--- src/rtl/mips_pkg.sv ---
`default_nettype none
// ---------------------------------------------------------------------------
// Module      : mips_pkg
// Description : Shared datapath width, PC step and next-PC state encoding.
// Revision    : 1.0 - initial release
// ---------------------------------------------------------------------------
package mips_pkg;

   localparam int                 c_data_w  = 32;
   localparam logic [c_data_w-1:0] c_pc_step = 32'd4;

   typedef enum logic [0:0] {
      ST_RUN  = 1'b0,
      ST_HOLD = 1'b1
   } pc_state_t;

endpackage : mips_pkg
`default_nettype wire

--- src/rtl/pc_next_stage_adder32.sv ---
`default_nettype none
// ---------------------------------------------------------------------------
// Module      : adder32
// Description : Plain modulo-2^32 adder; carry out is intentionally dropped.
// Revision    : 1.0 - initial release
// ---------------------------------------------------------------------------
module adder32
   import mips_pkg::*;
(
   input  logic [c_data_w-1:0] a,
   input  logic [c_data_w-1:0] b,
   output logic [c_data_w-1:0] sum
);

   assign sum = a + b;

endmodule : adder32
`default_nettype wire

--- src/rtl/pc_next_stage.sv ---
`default_nettype none
// ---------------------------------------------------------------------------
// Module      : pc_next_stage
// Description : Program counter with jump/branch redirect and fetch back-pressure.
// Revision    : 1.0 - initial release
// ---------------------------------------------------------------------------
module pc_next_stage
   import mips_pkg::*;
#(
   parameter logic [c_data_w-1:0] RESET_PC = 32'h0000_0000
) (
   input  logic                clk,
   input  logic                reset,
   input  logic [c_data_w-1:0] imm_shifted,
   input  logic                branch_taken,
   input  logic                jump,
   input  logic [25:0]         jump_index,
   input  logic                fetch_ready,
   output logic [c_data_w-1:0] pc,
   output logic                pc_valid,
   output logic                redirect_pending
);

   logic [c_data_w-1:0] r_pc;
   logic                r_pc_valid;
   logic                r_redirect_pending;
   logic [c_data_w-1:0] r_held_target;
   pc_state_t           r_state;

   logic [c_data_w-1:0] w_pc_plus4;
   logic [c_data_w-1:0] w_branch_target;
   logic [c_data_w-1:0] w_jump_target;
   logic [c_data_w-1:0] w_sel_target;
   logic                w_redirect;

   adder32 u_add_plus4 (
      .a   (r_pc),
      .b   (c_pc_step),
      .sum (w_pc_plus4)
   );

   adder32 u_add_branch (
      .a   (w_pc_plus4),
      .b   (imm_shifted),
      .sum (w_branch_target)
   );

   assign w_jump_target = {w_pc_plus4[31:28], jump_index, 2'b00};
   assign w_redirect    = jump | branch_taken;

   // Jump outranks a simultaneously resolved branch.
   always_comb begin
      w_sel_target = w_pc_plus4;
      if (jump)
         w_sel_target = w_jump_target;
      else if (branch_taken)
         w_sel_target = w_branch_target;
   end

   always_ff @(posedge clk or posedge reset) begin
      if (reset) begin
         r_pc               <= RESET_PC;
         r_pc_valid         <= 1'b0;
         r_redirect_pending <= 1'b0;
         r_held_target      <= '0;
         r_state            <= ST_RUN;
      end else begin
         r_pc_valid <= 1'b1;
         case (r_state)
            ST_RUN: begin
               if (r_pc_valid && fetch_ready) begin
                  r_pc <= w_sel_target;
               end else if (r_pc_valid && w_redirect) begin
                  r_held_target      <= w_sel_target;
                  r_redirect_pending <= 1'b1;
                  r_state            <= ST_HOLD;
               end
            end
            ST_HOLD: begin
               // Redirects arriving in the release cycle are dropped.
               if (fetch_ready) begin
                  r_pc               <= r_held_target;
                  r_redirect_pending <= 1'b0;
                  r_state            <= ST_RUN;
               end else if (w_redirect) begin
                  r_held_target <= w_sel_target;
               end
            end
            default: begin
               r_redirect_pending <= 1'b0;
               r_state            <= ST_RUN;
            end
         endcase
      end
   end

   assign pc               = r_pc;
   assign pc_valid         = r_pc_valid;
   assign redirect_pending = r_redirect_pending;

endmodule : pc_next_stage
`default_nettype wire

--- config.mk ---
export PLATFORM = sky130hd
export DESIGN_NAME = pc_next_stage
export DESIGN_NICKNAME = d
export VERILOG_FILES = /design/src/rtl/mips_pkg.sv /design/src/rtl/pc_next_stage_adder32.sv /design/src/rtl/pc_next_stage.sv
export SDC_FILE = /design/constraint.sdc
export NUM_CORES = 1
export LEC_CHECK = 0
export ABC_AREA = 1
export BUFFER_PORTS_ARGS = -buffer_cell sky130_fd_sc_hd__buf_4
export CORE_AREA = 2 2 125 127
export DETAILED_ROUTE_END_ITERATION = 10
export DIE_AREA = 0 0 127 129
export PLACE_DENSITY = 0.73
export SYNTH_ARGS = -nofsm -noshare
export SYNTH_HDL_FRONTEND = slang
export SYNTH_SLANG_ARGS = --single-unit
--- constraint.sdc ---
create_clock -name clk -period 5 [get_ports clk]
set_input_delay 1.25 -clock clk [delete_from_list [all_inputs] [get_ports clk]]
set_output_delay 1.25 -clock clk [all_outputs]
set_load 0.01 [all_outputs]
==> summary by stage <==
Clock tree
The CTS buffer count is 9. The post-cts repair resize count is 0. The number of buffers inserted by hold repair at cts is 0.

CTS built an H-tree with a depth of 3. CTS placed an instance of clkbuf_16 at the clock tree root. The buffer levels on the longest clock path is 2. The later pin in the worst-skew pair is clocked with a latency of ~340 ps. TritonCTS built the clock tree. The number of clock sinks seen by CTS is 67. The clock edge transition at the registers on the reported setup and hold paths is about 60 ps. Buffers added to address setup during post-CTS repair amount to 0.

Floorplanning
The starting density of the core is between 40% and 50%. For this design the top-level I/O count stands at 97. The die is between 100 and 150 um wide.

The region available for standard cell placement spans 0.01498 mm2. The overall die height is 129 um. The area of the die is about 0.016 mm2.

The number of standard-cell rows in the floorplan is 45.

Yosys
The count of cell types in the netlist is 46. The async set or reset register ratio after synthesis is 100.0%. In this run the mean area of a mapped cell was roughly 6.2 um2.

The register area share after synthesis is 25.24%. Ranked by total cell area, the synthesized netlist is headed by dfrtp_1 25%, nand2_1 20%, inv_1 9.7%, ha_1 7.5%, nand3_1 5.4%. The area share of the largest cell type after synthesis is approximately a quarter. In this run, synthesis inferred 0 flip-flops with an integrated enable. During synthesis, Yosys emitted a total of 0 warnings. The largest area contributor in the synthesized netlist is dfrtp_1. The most frequently used flop master after synthesis is dfrtp_1. The count of state elements after synthesis is between 60 and 70. The count of mapped cells out of synthesis is ~1,100. The net count of the mapped netlist is between 1,000 and 1,500. The synthesized netlist occupies a cell area of around 0.0066 mm2.

Global route
The overall track demand over capacity in global routing is 25.38%. The number of global-route vias before repair is roughly 6,400. The maximum number of pins on one net before global-route repair is 60. The number of antenna violations at the first check in global routing came to 0.

The wire length of the first global-routing pass is 32.52 mm. Global routing finished with a remaining overflow of 0.

STA
For the final database, setup skew stands at 4.116 ps. The number of pins with negative max-slew slack in the final report came to 0. Setup violations remaining at the end of the flow were counted as 0. For this run, the top clock speed supported by timing is 0.2866 GHz. The worst pin sits at a relative slew slack of 18.42%. Setup repair after global routing left no endpoint under its margin. The part of the cycle the worst path needs is a little over two thirds. Setup total negative slack on the finished layout was measured at 0 ps. The final critical delay including setup and external delays is about 3500 ps. At the pin with the least slew margin, the transition time is around 1200 ps. The tightest hold path in the finished design has a slack of 489.3 ps. The hold violation count in the final report was 0.

Setup path
Among all stages on the critical path, the largest delay is contributed by dfrtp_1. The setup check on the worst reg-to-reg path leaves a slack of ~1500 ps. The maximum single-stage delay on the critical path is roughly 500 ps. The setup path with the least slack is of type reg2reg. Together, buffers and inverters on the worst path number 2. The critical path required time is between 5000 and 6000 ps. The signal arrival time at the worst endpoint is around 3700 ps.

The kind of cell with the highest combined delay along the critical path is simple AND/OR/NAND/NOR gates. The critical path goes through ha_1, nand2_1, nor2_4, nand3_2, nor2_1, xor2_1, inv_1, ha_1, nand2_1, nor2_1, inv_1, nor3_1, nand3_1, nand3_1, nand2_1, nand3_1, nand3_1, nand2_1, nand2_1. The worst setup path is captured at a register. The startpoint type of the worst setup path is a register. In this run the worst path has a maximum fanout of 6.

The most numerous cell type found on the critical path is nand2_1.

Hold path
The path class of the tightest hold or removal check is reg2reg.

Finish
The fill cell instance count of the final layout is 1,556. The multi-input gate area in the final layout is 0.004156 mm2. The area growth from synthesis to layout is 16.91%. The non-filler instance count after layout is between 1,000 and 1,500.

The final net count is ~1,300. Cells with a size suffix above 1 make up between 10 and 15% of the layout. The total inserted antenna cells is 0. The register cell area after layout is 0.001677 mm2.

Run
The max-cap violation count is 0.

Route
The routed design has between 20 and 25 mm of wire. Before antenna repair, the detailed router went through 5 iterations. In this run the remaining antenna-violating nets after routing total 0. Summing over every cut layer, the via total after detailed routing is between 7,000 and 8,000. The count of unresolved DRC violations after routing is 0. The detailed router finished its first iteration with 603 violations. In the final routed layout, each cell accounts on average for between 15 and 20 um. In the routed layout, each cell is associated on average with a via count of between 5 and 6.

Pwr
The sum of internal, switching and leakage power is about 0.003 W. For this design the ratio of total power to cell area is between 300 and 400 mW/mm2. The maximum vdd drop is roughly 190 uV. In this run the static leakage power is 4.349 nW.

Placed design
The final weighted congestion in routability-driven placement is between 0.9 and 1. Summed over all nets, the half-perimeter wirelength after detailed placement is about 16 mm. The number of buffers added on ports is 96.

Including well taps, the total number of placed cells is 1,338.

Run status
The flow ran to the end, and the final reports show no timing, DRC or antenna violations.
-- area by class of cell --
type	instances	area share, %
Sequential cell	67	21.59
Inverter	180	8.698
Timing Repair Buffer	99	9.568
Multi-Input combinational cell	804	53.51
Clock inverter	2	0.1289
Tap cell	188	3.028
Clock buffer	13	3.479
-- sequential cells by signal (all words and copies together), names as in the netlist --
| signal | count |
|---|---|
| redirect_pending | 1 |
| r_held_target | 32 |
| pc_valid | 1 |
| r_state | 1 |
| pc | 32 |
-- cell families (layout without fill, tap and decap cells) --
| logic type | after synthesis | after routing | share of synthesized area [%] |
|---|---|---|---|
| xor gates and xnor gates | 21 | 21 | 2.994 |
| and+or+nand+nor | 574 | 574 | 37.38 |
| other | 1 | 1 | 0.05644 |
| buffers and inverters | 207 | 294 | 12.20 |
| adders and majority gates | 41 | 41 | 7.834 |
| AOI/OAI and AO/OA | 167 | 167 | 14.29 |
| DFF | 67 | 67 | 25.24 |
-- per-stage QoR --
step / worst slack, ps / area [um2] / utilization, %
2_1_floorplan: 2067 / 6644 / -
6_report: 1511 / 7767 / 51.86
4_1_cts: 1526 / 7767 / 51.86
3_5_place_dp: 1383 / 7487 / 49.99
3_3_place_gp: 1526 / 7487 / 49.99
5_1_grt: 1044 / 7767 / 51.86
-- final timing paths --
path                            cells after the start           endpoint              from
worst min-delay path                                2   r_held_target[1]  r_held_target[1]
worst min register to register                      2   r_held_target[1]  r_held_target[1]
max in group asynchronous                           3  r_held_target[19]             reset
worst max register to register                     19             pc[25]             pc[2]
min in group asynchronous                           2             pc[19]             reset
worst max-delay path                               19             pc[25]             pc[2]
-- per-layer routing --
layer	wire length, um	up-vias	track usage, %
li1	-	3598	-
met1	9539	3158	36.88
met2	9038	246	39.03
met3	1376	28	3.701
met4	447	0	8.145
met5	0	-	0
-- Yosys cell counts, types with 2 or more instances --
cell type,n
nand3_1,72
nand2_4,4
dfrtp_1,67
inv_2,4
o21ai_0,56
nor2_4,5
nand2_1,348
buf_4,3
nand3b_1,5
a21o_1,2
clkbuf_1,14
a22o_1,3
nor2_1,96
o211ai_1,5
nor2_2,4
xnor2_2,2
clkinv_1,4
xor2_1,18
nand3_2,3
and2_1,3
o22ai_1,4
a31oi_1,28
buf_2,8
inv_1,172
a22oi_1,4
nand4_1,14
a21oi_1,40
o21ai_1,13
nor3_1,6
nand2_2,3
ha_1,40
or2_2,6
o21bai_1,9
-- worst reg2reg max path: stages, from the launching register on --
cell	delay [ps]
dfrtp_1	500
ha_1	230
nand2_1	90
nor2_4	190
nand3_2	120
nor2_1	130
xor2_1	310
inv_1	80
ha_1	370
nand2_1	110
nor2_1	140
inv_1	70
nor3_1	300
nand3_1	190
nand3_1	110
nand2_1	50
nand3_1	130
nand3_1	110
nand2_1	100
nand2_1	50
-- layout by cell type, fill, tap and decap left out, drive strengths merged --
master and count:
a22o 3, clkinv 6, nor4 1, a31oi 28
dfrtp 67, clkbuf 13, xnor2 3, a221oi 1
a22oi 4, buf 99, inv 176, nand2 355
a21o 2, ha 40, nor2 106, nand3b 5
o21ai 69, a21oi 40, o21a 1, fa 1
o21bai 10, nor3 8, and2 3, o211ai 5
o22ai 4, nand3 76, nand4 14, conb 1
or2 6, xor2 18
-- report_power, final --
| group | internal (W) | leakage [nW] | switching (W) |
|---|---|---|---|
| clock | 0.000372 | 0.141 | 0.000230 |
| sequential | 0.000684 | 0.796 | 0.000163 |
| combinational | 0.000579 | 3.41 | 0.000982 |
| total | 0.00163 | 4.35 | 0.00138 |
No activity file was read; power rests on OpenSTA's default activity.
